<file path="src/rtl/regf_arbiter.sv">
// Two-port (I2C slave / local host) arbiter in front of the register file request interface.
// Optional build macro REGF_ARB_TIMEOUT_EN bounds the ISSUE wait and flags expiry on out_err.
module regf_arbiter #(
  parameter int DATA_WIDTH     = 8,
  parameter int ADDR_WIDTH     = 4,
  parameter int TIMEOUT_CYCLES = 15
) (
  input  logic                  clk,
  input  logic                  rst,
  input  logic                  i2c_req,
  input  logic                  i2c_rw,
  input  logic [ADDR_WIDTH-1:0] i2c_addr,
  input  logic [DATA_WIDTH-1:0] i2c_write_data,
  output logic                  out_i2c_ack,
  output logic [DATA_WIDTH-1:0] out_i2c_read_data,
  input  logic                  host_req,
  input  logic                  host_rw,
  input  logic [ADDR_WIDTH-1:0] host_addr,
  input  logic [DATA_WIDTH-1:0] host_write_data,
  output logic                  out_host_ack,
  output logic [DATA_WIDTH-1:0] out_host_read_data,
  output logic                  out_regf_req,
  output logic                  out_regf_rw,
  output logic [ADDR_WIDTH-1:0] out_regf_addr,
  output logic [DATA_WIDTH-1:0] out_regf_write_data,
  input  logic [DATA_WIDTH-1:0] regf_read_data,
  input  logic                  regf_ack,
  output logic                  out_owner,
  output logic                  out_busy,
  output logic                  out_err
);

  if (TIMEOUT_CYCLES < 1 || TIMEOUT_CYCLES > 255) begin : g_bad_timeout
    $error("regf_arbiter: TIMEOUT_CYCLES must be in 1..255");
  end

  typedef enum logic [1:0] {
    IDLE  = 2'd0,
    ISSUE = 2'd1,
    RESP  = 2'd2
  } state_t;

  state_t                state, state_nxt;
  logic                  pick_host;
  logic                  done;
  logic [DATA_WIDTH-1:0] done_data;
  logic                  regf_req_nxt, regf_rw_nxt, owner_nxt, busy_nxt;
  logic [ADDR_WIDTH-1:0] regf_addr_nxt;
  logic [DATA_WIDTH-1:0] regf_wdata_nxt;
  logic                  i2c_ack_nxt, host_ack_nxt;
  logic [DATA_WIDTH-1:0] i2c_rdata_nxt, host_rdata_nxt;

`ifdef REGF_ARB_TIMEOUT_EN
  localparam logic [7:0] TO_LAST = 8'(TIMEOUT_CYCLES - 1);
  logic [7:0] to_cnt, to_cnt_nxt;
  logic       err_nxt;
`endif

  always_comb begin
    state_nxt      = state;
    regf_req_nxt   = out_regf_req;
    regf_rw_nxt    = out_regf_rw;
    regf_addr_nxt  = out_regf_addr;
    regf_wdata_nxt = out_regf_write_data;
    owner_nxt      = out_owner;
    i2c_ack_nxt    = 1'b0;
    host_ack_nxt   = 1'b0;
    i2c_rdata_nxt  = out_i2c_read_data;
    host_rdata_nxt = out_host_read_data;
    done           = 1'b0;
    done_data      = '0;
`ifdef REGF_ARB_TIMEOUT_EN
    to_cnt_nxt     = to_cnt;
    err_nxt        = 1'b0;
`endif
    // On a tie the port that did not win last time goes next
    pick_host = (i2c_req && host_req) ? ~out_owner : host_req;

    case (state)
      IDLE: begin
        if (i2c_req || host_req) begin
          state_nxt      = ISSUE;
          owner_nxt      = pick_host;
          regf_req_nxt   = 1'b1;
          regf_rw_nxt    = pick_host ? host_rw         : i2c_rw;
          regf_addr_nxt  = pick_host ? host_addr       : i2c_addr;
          regf_wdata_nxt = pick_host ? host_write_data : i2c_write_data;
`ifdef REGF_ARB_TIMEOUT_EN
          to_cnt_nxt     = '0;
`endif
        end
      end
      ISSUE: begin
        if (regf_ack) begin
          done      = 1'b1;
          done_data = regf_read_data;
        end
`ifdef REGF_ARB_TIMEOUT_EN
        else if (to_cnt == TO_LAST) begin
          done    = 1'b1;
          err_nxt = 1'b1;
        end else begin
          to_cnt_nxt = to_cnt + 8'd1;
        end
`endif
      end
      RESP:    state_nxt = IDLE;
      default: state_nxt = IDLE;
    endcase

    if (done) begin
      state_nxt    = RESP;
      regf_req_nxt = 1'b0;
      if (out_owner) begin
        host_ack_nxt   = 1'b1;
        host_rdata_nxt = done_data;
      end else begin
        i2c_ack_nxt    = 1'b1;
        i2c_rdata_nxt  = done_data;
      end
    end

    busy_nxt = (state_nxt != IDLE);
  end

  always_ff @(posedge clk) begin
    if (rst) begin
      state               <= IDLE;
      out_regf_req        <= 1'b0;
      out_regf_rw         <= 1'b0;
      out_regf_addr       <= '0;
      out_regf_write_data <= '0;
      out_owner           <= 1'b1;
      out_busy            <= 1'b0;
      out_i2c_ack         <= 1'b0;
      out_host_ack        <= 1'b0;
      out_i2c_read_data   <= '0;
      out_host_read_data  <= '0;
    end else begin
      state               <= state_nxt;
      out_regf_req        <= regf_req_nxt;
      out_regf_rw         <= regf_rw_nxt;
      out_regf_addr       <= regf_addr_nxt;
      out_regf_write_data <= regf_wdata_nxt;
      out_owner           <= owner_nxt;
      out_busy            <= busy_nxt;
      out_i2c_ack         <= i2c_ack_nxt;
      out_host_ack        <= host_ack_nxt;
      out_i2c_read_data   <= i2c_rdata_nxt;
      out_host_read_data  <= host_rdata_nxt;
    end
  end

`ifdef REGF_ARB_TIMEOUT_EN
  always_ff @(posedge clk) begin
    if (rst) begin
      to_cnt  <= '0;
      out_err <= 1'b0;
    end else begin
      to_cnt  <= to_cnt_nxt;
      out_err <= err_nxt;
    end
  end
`else
  assign out_err = 1'b0;
`endif

endmodule

</file>
<file path="config.mk">
export PLATFORM = sky130hd
export DESIGN_NAME = regf_arbiter
export DESIGN_NICKNAME = d
export VERILOG_FILES = /design/src/rtl/regf_arbiter.sv
export SDC_FILE = /design/constraint.sdc
export NUM_CORES = 1
export LEC_CHECK = 0
export BUFFER_PORTS_ARGS = -buffer_cell sky130_fd_sc_hd__buf_2
export CAP_MARGIN = 5
export CORE_UTILIZATION = 40
export DETAILED_ROUTE_END_ITERATION = 8
export PLACE_DENSITY_LB_ADDON = 0.3
export SETUP_SLACK_MARGIN = 0.15
export SYNTH_ARGS = -nofsm -noshare
export SYNTH_HDL_FRONTEND = slang
export SYNTH_SLANG_ARGS = --single-unit
</file>
<file path="constraint.sdc">
create_clock -name clk -period 1.2 [get_ports clk]
set_input_delay 0.18 -clock clk [delete_from_list [all_inputs] [get_ports clk]]
set_output_delay 0.18 -clock clk [all_outputs]
set_load 0.05 [all_outputs]
</file>
==> out/metrics.cfg <==
[floorplanning]
rows = 21
dieArea_mm2 = 0.00399
start_util_pct = 43.1
ioPinCount = 74
coreArea_mm2 = 0.00347
die_x_um = 63.2
die_height_um = 63.2

[setup_path]
path_max_fanout = 8
r2r_cells = 4
startpoint = out_owner
cp-start-kind = flop
arrival_ps = 950
crit-reg2reg-capture = out_owner
r2r_start = out_owner
required_ps = 1020
crit_end = out_owner
criticalPathCategory = reg -> out
r2r_slack_ps = 80
crit_path_end_kind = output port

[clock_network]
clk_pin_slew_ps = 70
clockRootBuffer = clkbuf_8
numCtsBuffers = 5
clock_latency_ps = 280
clockBufferDepth = 2
htree_levels = 2
cts_hold_buf = 0
clock_sinks = 36
cts_tree = built

[synthesis]
synthTopCellsByArea = dfxtp_1 (48%), nand2_1 (15%), a21oi_1 (10%)
syn_nets = 213
yosysTopAreaCell = dfxtp_1
avgSynthCellArea_um2 = 8.60
ys_ff_latch = 36
synth.yosys.seq_area_share_pct = 48.2
postSynthCellCount = 174
syn_area_mm2 = 0.00150
yosysWarnings = 0
ys_types = 25
yosys.area.top_type_share_pct = 48.2

[sta]
setup_viol = 0
finalCritPeriodShare_pct = 94.3
finalCriticalPeriod_ps = 1130
fin_skew_ps = 4.89
maxSlewHeadroom_pct = 65.4
finalHoldViolations = 0
max_freq_mhz = 883
worst-slew-pin-transition_ps = 518
rsz0062_at_grt = yes
setup_tns_ps = 0
finalMaxSlewViolations = 0

[routing]
vias_per_cell = 5.04
routed-via-count = 1497
drt_pass1_iterations = 4
drc = 0
drt-wirelength-per-cell_um = 12.4
first_iter_violations = 86
ant_nets = 0
wirelength_mm = 3.67

[placement]
post_dp_cell_area_mm2 = 0.00191
dp_hpwl_mm = 2.53
place.gp.congestion = 0.763
port_buffers = 72

[job]
drv_cap = 0

[grt]
grt_use_met3_pct = 4.89
grt_pass1_vias = 1341
antenna_found_initial = 0
grt-ovfl-total = 0
grt_max_degree = 26
grt_usage_pct = 18.6
grtUsageMet1_pct = 23.0
grt_use_met2_pct = 31.5
grt.busiest_layer = met2
grt_pass1_wl_mm = 5.91

[finish]
antenna_cells = 0
multi_input_area_um2 = 763
regArea_um2 = 732
nNetsFinal = 289
area_growth_pct = 47.4
drive_above_1_share_pct = 47.0
fillers = 306
final_area_mm2 = 0.00221

[hold_path]
hold_path_class = in -> reg

[outcome]
outcome = completed

[pwr]
p_leak_nw = 0.962
powerDensity_mw_per_mm2 = 1480
peakVddDrop_mv = 0.951

## metal layers
| metal | up-vias | wire length [um] |
|---|---|---|
| li1 | 752 | - |
| met1 | 702 | 1650 |
| met2 | 41 | 1820 |
| met3 | 2 | 183 |
| met4 | 0 | 16 |
| met5 | - | 0 |
## cells in the final DEF (no fill, tap or decap), types with 2 or more instances in the layout
cell	netlist	final
nand2_1	60	56
buf_2	0	41
buf_4	1	38
dfxtp_1	36	33
a21oi_1	31	29
a311oi_2	9	10
clkbuf_8	0	5
nand2_2	0	4
a311oi_1	4	3
nor2_1	3	3
dfxtp_4	0	3
and2_4	1	2
a21oi_2	0	2
buf_12	0	2
## where the power goes
| part | internal (mW) | switching (mW) |
|---|---|---|
| sequential | 1.28 | 0.0604 |
| combinational | 0.326 | 0.555 |
| clock | 0.617 | 0.419 |
| total | 2.23 | 1.03 |
## logic make-up (layout without fill, tap and decap cells)
logic type	count (synthesis)	in the layout	synth area share, %
compound gates	49	49	24.9
buf+inv	15	90	5.52
simple gates	73	75	21.2
flops	36	36	48.2
other cells	1	1	0.251
## metrics by stage
step	power [mW]	utilization [%]	std cells	hold slack (ps)	worst slack, ps
after global routing	3.39	63.6	297	146	1.61
final	3.26	63.6	297	149	67.8
after global placement	2.14	54.9	282	438	5.02
after floorplan	1.97	-	174	294	11.8
after detailed placement	2.15	54.9	282	440	-9.75
after CTS	3.25	62.4	295	142	78.6
## critical path, stage by stage (launching register included)
cell	delay (ps)
dfxtp_4	410
buf_4	130
buf_8	130
## sequential cells by signal, summed over array words and instances, names as in the netlist
name                 flops
out_busy                 1
out_i2c_ack              1
out_i2c_read_data        8
out_owner                1
out_host_read_data       8
out_regf_addr            4
out_regf_rw              1
out_regf_write_data      8
out_host_ack             1
state                    2
out_regf_req             1
## cells in the mapped netlist
library cell / number
a211o_1: 1
a311oi_2: 9
nand2b_1: 1
o21ba_2: 1
o21a_1: 1
a21boi_2: 1
conb_1: 1
nor2b_1: 1
buf_4: 1
nand4bb_1: 1
nor2_2: 1
buf_6: 3
a21bo_2: 1
and3_1: 1
nand4b_1: 1
dfxtp_1: 36
nand2_1: 60
and2_4: 1
a21oi_1: 31
clkbuf_1: 11
a311oi_1: 4
nor2_1: 3
or2_1: 1
and4b_1: 1
nor4bb_1: 1
## area by class of cell
cell class	count	share of cell area [%]
clock inverters	2	1.59
clock buffers	6	3.29
well taps	46	2.61
repair buffers	82	24.7
flip-flops and latches	36	33.2
multi-input cells	125	34.6
## what timing repair did
| action | in CTS | in global routing |
|---|---|---|
| pin swaps | 6 | 8 |
| resized for setup | 38 | 9 |
| cloned | 2 | 0 |
| setup buffers | 3 | 2 |
| endpoints found under the setup margin | 65 | 34 |
## worst min path at each step
stage,startpoint,endpoint,cells after the start
3_5_place_dp,regf_read_data[1],out_host_read_data[1],3
4_1_cts,regf_read_data[7],out_i2c_read_data[7],3
5_1_grt,regf_read_data[0],out_i2c_read_data[0],3
2_1_floorplan,regf_ack,state[1],2
6_report,regf_read_data[6],out_i2c_read_data[6],3
3_3_place_gp,regf_read_data[7],out_i2c_read_data[7],3
Power figures use the tool's default switching activity.
